`config.mk`:
```
export PLATFORM = sky130hd
export DESIGN_NAME = vga_timing_gen
export DESIGN_NICKNAME = d
export VERILOG_FILES = /design/src/rtl/vga_pkg.sv /design/src/rtl/vga_pix_ce_div.sv /design/src/rtl/vga_timing_gen.sv
export SDC_FILE = /design/constraint.sdc
export NUM_CORES = 1
export LEC_CHECK = 0
export ABC_AREA = 0
export BUFFER_PORTS_ARGS = -buffer_cell sky130_fd_sc_hd__buf_2
export CAP_MARGIN = 20
export CORE_MARGIN = 2
export CORE_UTILIZATION = 55
export DETAILED_ROUTE_END_ITERATION = 10
export GPL_TIMING_DRIVEN = 0
export PLACE_DENSITY = 0.78
export SETUP_SLACK_MARGIN = 0.2
export SLEW_MARGIN = 0
export SYNTH_ARGS = -nofsm -noshare
export SYNTH_HDL_FRONTEND = slang
export SYNTH_SLANG_ARGS = --single-unit
export TNS_END_PERCENT = 5
```
`constraint.sdc`:
```
create_clock -name Clk -period 3.4 [get_ports Clk]
set_clock_uncertainty 0.05 [all_clocks]
set_input_delay 0.34 -clock Clk [delete_from_list [all_inputs] [get_ports Clk]]
set_output_delay 0.34 -clock Clk [all_outputs]
set_load 0.01 [all_outputs]
```
`src/rtl/vga_pkg.sv`:
```
// -----------------------------------------------------------------------------
// vga_pkg
// Shared timing definitions for the raster timing generator.
//   vga_axis_t       : one axis of a video mode (visible, front porch, sync,
//                      back porch), all in pixels (horizontal) or lines
//                      (vertical).
//   VGA_640x480_H/V  : 640x480@60 industry timing (the generator's default).
//   VGA_800x600_H/V  : 800x600@72 timing.
//   axis_total()     : total length of an axis (sum of its four segments).
// -----------------------------------------------------------------------------
package vga_pkg;

   typedef struct packed {
      int unsigned disp;
      int unsigned fp;
      int unsigned sync;
      int unsigned bp;
   } vga_axis_t;

   localparam vga_axis_t VGA_640x480_H = '{disp: 640, fp: 16, sync: 96,  bp: 48};
   localparam vga_axis_t VGA_640x480_V = '{disp: 480, fp: 10, sync: 2,   bp: 33};
   localparam vga_axis_t VGA_800x600_H = '{disp: 800, fp: 56, sync: 120, bp: 64};
   localparam vga_axis_t VGA_800x600_V = '{disp: 600, fp: 37, sync: 6,   bp: 23};

   function automatic int unsigned axis_total(input vga_axis_t a);
      return a.disp + a.fp + a.sync + a.bp;
   endfunction

endpackage

```
`src/rtl/vga_pix_ce_div.sv`:
```
// -----------------------------------------------------------------------------
// vga_pix_ce_div
// Pixel clock-enable divider. A counter runs 0..CLK_DIV-1 while enabled and
// pix_ce_o is a registered one-Clk pulse once per CLK_DIV cycles. The first
// pulse after enable (or reset release) appears CLK_DIV Clk edges later.
// With CLK_DIV = 1 the enable is held high while en_i is high.
//   Clk      in  : system clock
//   Reset_n  in  : asynchronous active-low reset
//   en_i     in  : run enable; low clears the counter synchronously
//   pix_ce_o out : registered pixel clock-enable pulse
// -----------------------------------------------------------------------------
module vga_pix_ce_div #(
   parameter int unsigned CLK_DIV = 2
) (
   input  logic Clk,
   input  logic Reset_n,
   input  logic en_i,
   output logic pix_ce_o
);

   localparam int unsigned CNT_W = (CLK_DIV > 1) ? $clog2(CLK_DIV) : 1;
   localparam logic [CNT_W-1:0] CNT_LAST = CNT_W'(CLK_DIV - 1);

   logic [CNT_W-1:0] cnt_q, cnt_d;
   logic             pix_ce_q, pix_ce_d;

   always_comb begin
      // NOTE: every signal assigned here gets a default first, so no path
      // through the block can leave a value unassigned and infer a latch.
      cnt_d    = '0;
      pix_ce_d = 1'b0;
      if (en_i) begin
         pix_ce_d = (cnt_q == CNT_LAST);
         cnt_d    = (cnt_q == CNT_LAST) ? '0 : cnt_q + CNT_W'(1);
      end
   end

   // NOTE: state registers use non-blocking assignments so every flop samples
   // its inputs from before the edge, independent of statement order.
   always_ff @(posedge Clk or negedge Reset_n) begin
      if (!Reset_n) begin
         cnt_q    <= '0;
         pix_ce_q <= 1'b0;
      end else begin
         cnt_q    <= cnt_d;
         pix_ce_q <= pix_ce_d;
      end
   end

   assign pix_ce_o = pix_ce_q;

endmodule

```
`src/rtl/vga_timing_gen.sv`:
```
// -----------------------------------------------------------------------------
// vga_timing_gen
// Parametrised raster timing generator running on the system clock with a
// pixel clock-enable. Horizontal/vertical counters advance once per pix_ce;
// hs, vs, blank and the event strobes are registered from the next counter
// values so they change on the same Clk edge as DrawX/DrawY.
// Optional feature (macro VGA_FRAME_CNT_EN): 16-bit frame counter and field bit.
//   Clk          in  : system clock
//   Reset_n      in  : asynchronous active-low reset
//   en           in  : run enable; low restarts everything synchronously
//   pix_ce       out : one-Clk pulse per pixel period
//   DrawX/DrawY  out : pixel / line counters
//   hs, vs       out : syncs, at HS_POL/VS_POL while asserted
//   blank        out : 1 inside the visible window
//   sync         out : composite sync, tied 0
//   line_start   out : DrawX just became 0
//   frame_start  out : (DrawX,DrawY) just became (0,0)
//   vblank_start out : DrawY just became V_DISP at DrawX 0 (buffer swap point)
//   frame_cnt    out : frames started since restart (VGA_FRAME_CNT_EN only)
//   field        out : frame_cnt[0] (VGA_FRAME_CNT_EN only)
// -----------------------------------------------------------------------------
module vga_timing_gen
   import vga_pkg::*;
#(
   parameter int unsigned CLK_DIV = 2,
   parameter int unsigned COORD_W = 10,
   parameter int unsigned H_DISP  = VGA_640x480_H.disp,
   parameter int unsigned H_FP    = VGA_640x480_H.fp,
   parameter int unsigned H_SYNC  = VGA_640x480_H.sync,
   parameter int unsigned H_BP    = VGA_640x480_H.bp,
   parameter int unsigned V_DISP  = VGA_640x480_V.disp,
   parameter int unsigned V_FP    = VGA_640x480_V.fp,
   parameter int unsigned V_SYNC  = VGA_640x480_V.sync,
   parameter int unsigned V_BP    = VGA_640x480_V.bp,
   parameter bit          HS_POL  = 1'b0,
   parameter bit          VS_POL  = 1'b0
) (
   input  logic               Clk,
   input  logic               Reset_n,
   input  logic               en,
   output logic               pix_ce,
   output logic [COORD_W-1:0] DrawX,
   output logic [COORD_W-1:0] DrawY,
   output logic               hs,
   output logic               vs,
   output logic               blank,
   output logic               sync,
   output logic               line_start,
   output logic               frame_start,
`ifdef VGA_FRAME_CNT_EN
   output logic [15:0]        frame_cnt,
   output logic               field,
`endif
   output logic               vblank_start
);

   localparam vga_axis_t H_TIMING = '{disp: H_DISP, fp: H_FP, sync: H_SYNC, bp: H_BP};
   localparam vga_axis_t V_TIMING = '{disp: V_DISP, fp: V_FP, sync: V_SYNC, bp: V_BP};
   localparam int unsigned H_TOTAL = axis_total(H_TIMING);
   localparam int unsigned V_TOTAL = axis_total(V_TIMING);

   // Comparisons run one bit wider than the counters so that a total equal to
   // 2^COORD_W still has representable limits.
   localparam int unsigned CW = COORD_W + 1;
   localparam logic [CW-1:0] H_LAST     = CW'(H_TOTAL - 1);
   localparam logic [CW-1:0] V_LAST     = CW'(V_TOTAL - 1);
   localparam logic [CW-1:0] H_VIS_END  = CW'(H_DISP);
   localparam logic [CW-1:0] V_VIS_END  = CW'(V_DISP);
   localparam logic [CW-1:0] H_SYNC_BEG = CW'(H_DISP + H_FP);
   localparam logic [CW-1:0] H_SYNC_END = CW'(H_DISP + H_FP + H_SYNC);
   localparam logic [CW-1:0] V_SYNC_BEG = CW'(V_DISP + V_FP);
   localparam logic [CW-1:0] V_SYNC_END = CW'(V_DISP + V_FP + V_SYNC);

   logic               pix_ce_w;
   logic [COORD_W-1:0] x_q, x_d, y_q, y_d;
   logic [CW-1:0]      x_ext_q, y_ext_q, x_ext_d, y_ext_d;
   logic               hs_q, hs_d, vs_q, vs_d, blank_q, blank_d;
   logic               line_start_q, line_start_d;
   logic               frame_start_q, frame_start_d;
   logic               vblank_start_q, vblank_start_d;
   logic               advance;

   vga_pix_ce_div #(
      .CLK_DIV (CLK_DIV)
   ) u_pix_ce_div (
      .Clk      (Clk),
      .Reset_n  (Reset_n),
      .en_i     (en),
      .pix_ce_o (pix_ce_w)
   );

   assign advance = en & pix_ce_w;
   assign x_ext_q = {1'b0, x_q};
   assign y_ext_q = {1'b0, y_q};
   assign x_ext_d = {1'b0, x_d};
   assign y_ext_d = {1'b0, y_d};

   // Counter next state; en low forces the restart position.
   always_comb begin
      x_d = '0;
      y_d = '0;
      if (en) begin
         x_d = x_q;
         y_d = y_q;
         if (advance) begin
            if (x_ext_q == H_LAST) begin
               x_d = '0;
               y_d = (y_ext_q == V_LAST) ? '0 : y_q + COORD_W'(1);
            end else begin
               x_d = x_q + COORD_W'(1);
            end
         end
      end
   end

   // Syncs, blank and strobes derived from the next counter values so they
   // land together with DrawX/DrawY.
   always_comb begin
      hs_d           = ~HS_POL;
      vs_d           = ~VS_POL;
      blank_d        = 1'b0;
      line_start_d   = 1'b0;
      frame_start_d  = 1'b0;
      vblank_start_d = 1'b0;
      if (en) begin
         if (x_ext_d >= H_SYNC_BEG && x_ext_d < H_SYNC_END) hs_d = HS_POL;
         if (y_ext_d >= V_SYNC_BEG && y_ext_d < V_SYNC_END) vs_d = VS_POL;
         blank_d = (x_ext_d < H_VIS_END) && (y_ext_d < V_VIS_END);
         // Strobes need an actual counter step, so the held (0,0) after a
         // restart never produces a frame_start.
         line_start_d   = advance && (x_d == '0);
         frame_start_d  = line_start_d && (y_d == '0);
         vblank_start_d = line_start_d && (y_ext_d == V_VIS_END);
      end
   end

   always_ff @(posedge Clk or negedge Reset_n) begin
      if (!Reset_n) begin
         x_q            <= '0;
         y_q            <= '0;
         hs_q           <= ~HS_POL;
         vs_q           <= ~VS_POL;
         blank_q        <= 1'b0;
         line_start_q   <= 1'b0;
         frame_start_q  <= 1'b0;
         vblank_start_q <= 1'b0;
      end else begin
         x_q            <= x_d;
         y_q            <= y_d;
         hs_q           <= hs_d;
         vs_q           <= vs_d;
         blank_q        <= blank_d;
         line_start_q   <= line_start_d;
         frame_start_q  <= frame_start_d;
         vblank_start_q <= vblank_start_d;
      end
   end

`ifdef VGA_FRAME_CNT_EN
   logic [15:0] frame_cnt_q, frame_cnt_d;

   // Counts on the same edge that raises frame_start; wraps naturally at 16 bits.
   always_comb begin
      frame_cnt_d = '0;
      if (en) begin
         frame_cnt_d = frame_start_d ? frame_cnt_q + 16'd1 : frame_cnt_q;
      end
   end

   always_ff @(posedge Clk or negedge Reset_n) begin
      if (!Reset_n) begin
         frame_cnt_q <= '0;
      end else begin
         frame_cnt_q <= frame_cnt_d;
      end
   end

   assign frame_cnt = frame_cnt_q;
   assign field     = frame_cnt_q[0];
`endif

   assign pix_ce       = pix_ce_w;
   assign DrawX        = x_q;
   assign DrawY        = y_q;
   assign hs           = hs_q;
   assign vs           = vs_q;
   assign blank        = blank_q;
   assign sync         = 1'b0;
   assign line_start   = line_start_q;
   assign frame_start  = frame_start_q;
   assign vblank_start = vblank_start_q;

endmodule

```
==> impl_metrics.py, run 1 <==
metrics = {
    "status": {
        "run_status": "finished clean",
    },
    "clock_tree": {
        "max-clock-path-buffers": 2,
        "post_cts.repair.setup_buffers": 0,
        "htreeDepth": 1,
        "cts_root_buffer": "sky130_fd_sc_hd__clkbuf_4",
        "worstSkewPairLatency_ns": 0.34,
        "cts_num_sinks": 28,
        "cts_tree": "built",
        "cts_made_buffers": 3,
        "clkTransAtPathRegs_ns": 0.15,
    },
    "synth": {
        "netlist_area_um2": 1810,
        "synth.top_cell.area_share_pct": 36.0,
        "synth_async_sr_flop_share_pct": 100,
        "synthesis.instances": 194,
        "yosys_most_used_dff": "sky130_fd_sc_hd__dfrtp_1",
        "synth.net_count": 200,
        "postSynthRegisterBits": 28,
        "synth.avg_cell_area_um2": 9.31,
        "synth_edf_count": 0,
        "synth_cell_types": 52,
        "synth_area_leaders": "sky130_fd_sc_hd__dfrtp_1 (36%), sky130_fd_sc_hd__nand3_1 (4.4%), sky130_fd_sc_hd__nor2_1 (3.9%)",
        "synthesis.yosys.warnings": 0,
        "register_area_share_after_synthesis_pct": 38.9,
        "synth.largest_area_cell": "sky130_fd_sc_hd__dfrtp_1",
    },
    "sta": {
        "tightestPinTransition_ns": 0.611,
        "slew_viol_final": 0,
        "max_clock_freq_mhz": 376,
        "setup_viol_count_final": 0,
        "minimum_clock_period_after_layout_ns": 2.66,
        "grt_setup_unrepaired": "no",
        "finalCritPeriodShare_pct": 78.3,
        "hold_viol_final": 0,
        "tns_ns": 0,
        "max-slew-margin-rel_pct": 59.3,
    },
    "floorplan": {
        "core.rowCount": 20,
        "top_level_ports": 31,
        "core_area_um2": 3080,
        "die_w_um": 61.3,
        "initial_utilization_pct": 58.7,
        "floorplan.die_area_um2": 3760,
        "die_h_um": 61.3,
    },
    "finish": {
        "num_antenna_cells": 0,
        "end_of_flow_core_utilization_pct": 66.7,
        "layout.cells.most_common_list": "sky130_fd_sc_hd__buf_2 (29), sky130_fd_sc_hd__dfrtp_1 (26), sky130_fd_sc_hd__nor2_1 (19)",
        "area_growth_pct": 13.6,
        "final_common_cell": "sky130_fd_sc_hd__buf_2",
        "share_of_cells_above_drive_strength_1_pct": 26.3,
        "nets_final": 235,
        "n_fill_cell": 260,
    },
    "placed_design": {
        "dp_hpwl_um": 3010,
        "routabilityCongestion": 0.961,
        "portBuffers": 29,
    },
    "flow_run": {
        "max_cap_violations": 0,
    },
    "global_route": {
        "grt_start_max_net_pins": 29,
        "grt_antenna_before_repair": 0,
        "via_count_of_the_first_global_routing_pass": 1436,
        "gr-total-overflow": 0,
        "grtUsageTotal_pct": 24.0,
        "global_route_wire_length_before_repair_um": 6680,
    },
    "detailed_routing": {
        "routed-via-count": 1594,
        "drt_iter0_drc": 75,
        "routed_wirelength_um": 4080,
        "detail_route.wl_per_cell_um": 15.0,
        "drt.antenna.violating_nets": 0,
        "first_pass_iters": 5,
        "remaining_drc_errors": 0,
        "routed_via_count_divided_by_cell_count": 5.86,
    },
    "power": {
        "power.density_cell_area_nw_per_um2": 276,
        "max_ir_drop_vdd_mv": 0.166,
        "power_leakage_uw": 0.000909,
    },
    "critical_path": {
        "critical_path_arrival_ns": 2.90,
        "crit_required_ns": 3.64,
        "worst_setup_path_end_kind": "flop",
        "crit_path_kind": "reg2reg",
        "cp-start-kind": "flop",
        "crit_fanout": 10,
    },
    "worst_hold_path": {
        "worst_min_delay_path_class": "reg2reg",
    },
}
==> registers in the layout, indices dropped and copies added, names as in the netlist <==
register and cells:
DrawX 10, DrawY 10, blank 1, frame_start 1, hs 1, line_start 1
u_pix_ce_div.cnt_q 1, u_pix_ce_div.pix_ce_o 1, vblank_start 1, vs 1
==> per-stage QoR <==
step | instance area [um^2] | hold WS, ns | total power, uW | instances | setup slack [ns]
finish | 2050 | 0.378 | 566 | 272 | 0.738
global route | 2050 | 0.390 | 591 | 272 | 0.575
CTS | 2050 | 0.383 | 570 | 272 | 0.826
detailed placement | 2010 | 0.335 | 405 | 267 | 0.860
global placement | 2010 | 0.321 | 403 | 267 | 0.923
floorplan | 1810 | -0.00559 | 383 | 194 | 1.09
==> layer usage <==
metal	GRT usage (%)	part of all wire [%]
met5	0	0
met4	9.94	1.8
met3	3.36	7.3
met1	34.4	45
met2	36.3	46
==> report_power, final <==
| part | internal (uW) | total [uW] | switching, uW |
|---|---|---|---|
| Sequential | 339 | 347 | 7.90 |
| Clock | 65.7 | 167 | 101 |
| Combinational | 19.8 | 52.4 | 32.6 |
==> worst max-delay path, cell delays in order (launching register included) <==
cell	delay, ns
sky130_fd_sc_hd__dfrtp_1	0.51
sky130_fd_sc_hd__ha_1	0.29
sky130_fd_sc_hd__and4_1	0.25
sky130_fd_sc_hd__buf_6	0.16
sky130_fd_sc_hd__nand4_1	0.15
sky130_fd_sc_hd__nor4_1	0.41
sky130_fd_sc_hd__o221ai_1	0.20
sky130_fd_sc_hd__nor4_2	0.36
sky130_fd_sc_hd__and3_1	0.22
==> synthesized netlist by cell type, types with 2 or more instances <==
| cell type | n |
|---|---|
| sky130_fd_sc_hd__a21oi_1 | 7 |
| sky130_fd_sc_hd__a311oi_1 | 2 |
| sky130_fd_sc_hd__a31o_2 | 2 |
| sky130_fd_sc_hd__a31oi_1 | 2 |
| sky130_fd_sc_hd__and3_1 | 4 |
| sky130_fd_sc_hd__and3_2 | 3 |
| sky130_fd_sc_hd__and4_1 | 3 |
| sky130_fd_sc_hd__and4b_1 | 2 |
| sky130_fd_sc_hd__buf_4 | 3 |
| sky130_fd_sc_hd__buf_6 | 3 |
| sky130_fd_sc_hd__dfrtp_1 | 26 |
| sky130_fd_sc_hd__dfstp_2 | 2 |
| sky130_fd_sc_hd__ha_1 | 3 |
| sky130_fd_sc_hd__inv_1 | 10 |
| sky130_fd_sc_hd__nand2_1 | 12 |
| sky130_fd_sc_hd__nand2b_1 | 2 |
| sky130_fd_sc_hd__nand3_1 | 16 |
| sky130_fd_sc_hd__nand4_1 | 7 |
| sky130_fd_sc_hd__nand4b_1 | 2 |
| sky130_fd_sc_hd__nor2_1 | 19 |
| sky130_fd_sc_hd__nor3_1 | 11 |
| sky130_fd_sc_hd__nor4_1 | 3 |
| sky130_fd_sc_hd__nor4_2 | 3 |
| sky130_fd_sc_hd__o21a_1 | 3 |
| sky130_fd_sc_hd__o21ai_0 | 6 |
| sky130_fd_sc_hd__o31a_1 | 2 |
| sky130_fd_sc_hd__or3_1 | 4 |
| sky130_fd_sc_hd__xnor2_1 | 6 |
| sky130_fd_sc_hd__xor2_1 | 3 |
==> cell families after synthesis <==
| group | synth area share, % |
|---|---|
| compound gates | 14.7 |
| flops | 38.9 |
| other cells | 0.208 |
| fa+ha+maj | 2.08 |
| buf+inv | 6.92 |
| xor+xnor | 4.36 |
| simple gates | 32.8 |
==> path summary, 6_finish.rpt <==
kind | from | to | depth (start not counted) | slack, ns
worst max-delay path | DrawX[0] | vblank_start | 8 | 0.74
worst max register to register | DrawX[0] | vblank_start | 8 | 0.74
worst min-delay path | u_pix_ce_div.cnt_q | u_pix_ce_div.cnt_q | 1 | 0.38
max in group asynchronous | Reset_n | DrawX[1] | 2 | 2.43
min in group asynchronous | Reset_n | blank | 2 | 0.47
worst min register to register | u_pix_ce_div.cnt_q | u_pix_ce_div.cnt_q | 1 | 0.38
==> final cells by class <==
class / count / area, um^2 / area share [%]
multi-input cells: 146 / 978 / 47.7
flip-flops and latches: 28 / 703 / 34.2
repair buffers: 30 / 155 / 7.56
plain buffers: 10 / 87.6 / 4.27
well taps: 44 / 55.1 / 2.68
inverters: 10 / 37.5 / 1.83
clock buffers: 4 / 36.3 / 1.77
==> repair_timing <==
item,4_1_cts,5_1_grt
hold buffers,1,0
gates resized for setup,0,0
hold endpoints to repair,26,0
(Power assumes the default switching activity.)
==> run 2, diff against run 1 <==
--- a/config.mk
+++ b/config.mk
@@ -5,14 +5,14 @@
 export SDC_FILE = /design/constraint.sdc
 export NUM_CORES = 1
 export LEC_CHECK = 0
-export ABC_AREA = 0
+export ABC_AREA = 1
 export BUFFER_PORTS_ARGS = -buffer_cell sky130_fd_sc_hd__buf_2
 export CAP_MARGIN = 20
 export CORE_MARGIN = 2
-export CORE_UTILIZATION = 55
+export CORE_UTILIZATION = 51
 export DETAILED_ROUTE_END_ITERATION = 10
 export GPL_TIMING_DRIVEN = 0
-export PLACE_DENSITY = 0.78
+export PLACE_DENSITY = 0.76
 export SETUP_SLACK_MARGIN = 0.2
 export SLEW_MARGIN = 0
 export SYNTH_ARGS = -nofsm -noshare
==> constraint.sdc (replaced) <==
create_clock -name Clk -period 2.3 [get_ports Clk]
set_clock_uncertainty 0.05 [all_clocks]
set_input_delay 0.23 -clock Clk [delete_from_list [all_inputs] [get_ports Clk]]
set_output_delay 0.23 -clock Clk [all_outputs]
set_load 0.01 [all_outputs]
==> impl_metrics.py, run 2 <==
metrics = {
    "synth": {
        "synth.avg_cell_area_um2": 6.80,
        "synth_area_leaders": "sky130_fd_sc_hd__dfrtp_1 (33%), sky130_fd_sc_hd__nand2_1 (17%), sky130_fd_sc_hd__inv_1 (8.4%)",
        "synth_cell_types": 35,
        "synth_async_sr_flop_share_pct": 100,
        "synthTopCellsByCount": "sky130_fd_sc_hd__nand2_1 (89), sky130_fd_sc_hd__inv_1 (44), sky130_fd_sc_hd__nor2_1 (35)",
        "synthesis.instances": 288,
        "synthesis.yosys.warnings": 0,
        "synth_edf_count": 0,
        "yosys_most_used_dff": "sky130_fd_sc_hd__dfrtp_1",
        "synth.net_count": 294,
        "netlist_area_um2": 1960,
        "register_area_share_after_synthesis_pct": 35.9,
        "synth_most_common_cell": "sky130_fd_sc_hd__nand2_1",
        "synth.largest_area_cell": "sky130_fd_sc_hd__dfrtp_1",
        "synth.top_cell.area_share_pct": 33.2,
        "postSynthRegisterBits": 28,
    },
    "sta": {
        "finalCritPeriodShare_pct": 86.9,
        "setup_viol_count_final": 0,
        "max_clock_freq_mhz": 500,
        "slew_viol_final": 0,
        "whs_ns": 0.356,
        "tightestPinTransition_ns": 0.628,
        "hold_viol_final": 0,
        "tns_ns": 0,
        "minimum_clock_period_after_layout_ns": 2.00,
        "max-slew-margin-rel_pct": 58.1,
        "grt_setup_unrepaired": "yes",
    },
    "detailed_routing": {
        "routed_via_count_divided_by_cell_count": 5.14,
        "routed-via-count": 1947,
        "detail_route.wl_per_cell_um": 12.7,
        "drt_iter0_drc": 112,
        "first_pass_iters": 4,
        "routed_wirelength_um": 4820,
        "drt.antenna.violating_nets": 0,
        "remaining_drc_errors": 0,
    },
    "finish": {
        "num_antenna_cells": 0,
        "nets_final": 339,
        "end_of_flow_core_utilization_pct": 64.5,
        "layout.cells.most_common_list": "sky130_fd_sc_hd__nand2_1 (82), sky130_fd_sc_hd__inv_1 (41), sky130_fd_sc_hd__nor2_1 (31)",
        "share_of_cells_above_drive_strength_1_pct": 28.7,
        "n_fill_cell": 338,
        "area_growth_pct": 21.5,
        "final_common_cell": "sky130_fd_sc_hd__nand2_1",
        "finish.instance_area_um2": 2380,
    },
    "placed_design": {
        "routabilityCongestion": 0.946,
        "detailed_place.area_um2": 2160,
        "dp_hpwl_um": 3570,
        "portBuffers": 29,
    },
    "global_route": {
        "grtUsageTotal_pct": 24.1,
        "via_count_of_the_first_global_routing_pass": 1851,
        "gr-total-overflow": 0,
        "grt_antenna_before_repair": 0,
        "grt_start_max_net_pins": 29,
        "global_route_wire_length_before_repair_um": 8130,
    },
    "critical_path": {
        "cp-start-kind": "flop",
        "timing.critical_path.slowest_stage_cell": "sky130_fd_sc_hd__dfrtp_2",
        "worst_setup_path_end_kind": "flop",
        "buffers_plus_inverters_on_the_worst_setup_path": 3,
        "critical_path_arrival_ns": 2.15,
        "path_cells": "ha_4 -> nand2_4 -> nor2_4 -> nand4_1 -> buf_4 -> inv_2 -> nand2_1 -> nand2_2 -> a21oi_4 -> buf_4 -> nor2_2 -> nand2_1 -> nor2_1",
        "crit_required_ns": 2.45,
        "crit_path_kind": "reg2reg",
        "crit_fanout": 6,
        "cp_delay_by_family_top": "simple AND/OR/NAND/NOR gates",
        "critPathMaxStageDelay_ns": 0.45,
    },
    "clock_tree": {
        "cts_made_buffers": 3,
        "clkTransAtPathRegs_ns": 0.10,
        "htreeDepth": 1,
        "worstSkewPairLatency_ns": 0.27,
        "cts_num_sinks": 28,
        "cts_tree": "built",
        "max-clock-path-buffers": 2,
        "cts_root_buffer": "sky130_fd_sc_hd__clkbuf_8",
    },
    "flow_run": {
        "max_cap_violations": 0,
    },
    "floorplan": {
        "core_area_um2": 3690,
        "die_w_um": 66.0,
        "die_h_um": 66.0,
        "top_level_ports": 31,
        "floorplan.die_area_um2": 4350,
        "core.rowCount": 22,
        "initial_utilization_pct": 53.1,
    },
    "status": {
        "run_status": "finished clean",
    },
    "power": {
        "max_ir_drop_vdd_mv": 0.308,
        "power.density_cell_area_nw_per_um2": 371,
        "power_leakage_uw": 0.00134,
    },
    "worst_hold_path": {
        "worst_min_delay_path_class": "in2reg",
    },
}
## run 2: stage by stage
stage               power, uW  instances  setup slack, ns
floorplan                 578        288            0.464
global placement          614        365            0.217
detailed placement        616        365            0.204
CTS                       886        369            0.236
global route              918        379            0.128
finish                    882        379            0.300
## run 2: tightest hold or removal path, stage by stage
cell and delay [ns]:
sky130_fd_sc_hd__buf_2 0.13, sky130_fd_sc_hd__nand2_4 0.12, sky130_fd_sc_hd__nand2_1 0.11, sky130_fd_sc_hd__a21oi_1 0.06
## run 2: final cells by class
class | count | area [um^2] | area share [%]
tap | 48 | 60.1 | 2.52
clock buffer | 3 | 41.3 | 1.74
buffer | 6 | 52.6 | 2.21
sequential | 28 | 706 | 29.7
multi-input combinational | 205 | 1100 | 46.4
timing repair buffer | 40 | 230 | 9.67
inverter | 49 | 186 | 7.83
## run 2: routing by layer
| layer | track usage [%] | vias to the layer above | share of wire, % |
|---|---|---|---|
| met5 | 0 | - | 0 |
| met4 | 8.67 | 0 | 1.8 |
| met3 | 3.58 | 8 | 6.1 |
| met2 | 38.1 | 59 | 46 |
| met1 | 33.6 | 900 | 46 |
| li1 | - | 980 | - |
## run 2: path summary, 6_finish.rpt
kind	startpoint	to	slack [ns]	cells after the start
worst min register to register	u_pix_ce_div.cnt_q	u_pix_ce_div.cnt_q	0.38	1
worst min-delay path	en	DrawX[0]	0.36	4
worst max register to register	DrawX[0]	frame_start	0.30	13
max in group asynchronous	Reset_n	DrawX[1]	1.30	2
worst max-delay path	DrawX[0]	frame_start	0.30	13
min in group asynchronous	Reset_n	DrawX[8]	0.45	2
## run 2: repair_timing
action / CTS / global route
hold buffers: 1 / 0
setup buffers: 0 / 10
hold endpoints to repair: 26 / 0
endpoints found under the setup margin: 3 / 5
resized for setup: 1 / 26
pin swaps: 0 / 21
## run 2: cell families after synthesis
family          synth area share, %
buf+inv                        12.1
xor+xnor                       1.34
fa+ha+maj                      1.92
compound gates                 4.41
other cells                   0.191
simple gates                   44.2
flops                          35.9
## run 2: report_power, final
group / switching [uW] / internal, uW
logic: 68.8 / 36.7
registers: 10.1 / 502
clock network: 147 / 118
total: 226 / 656
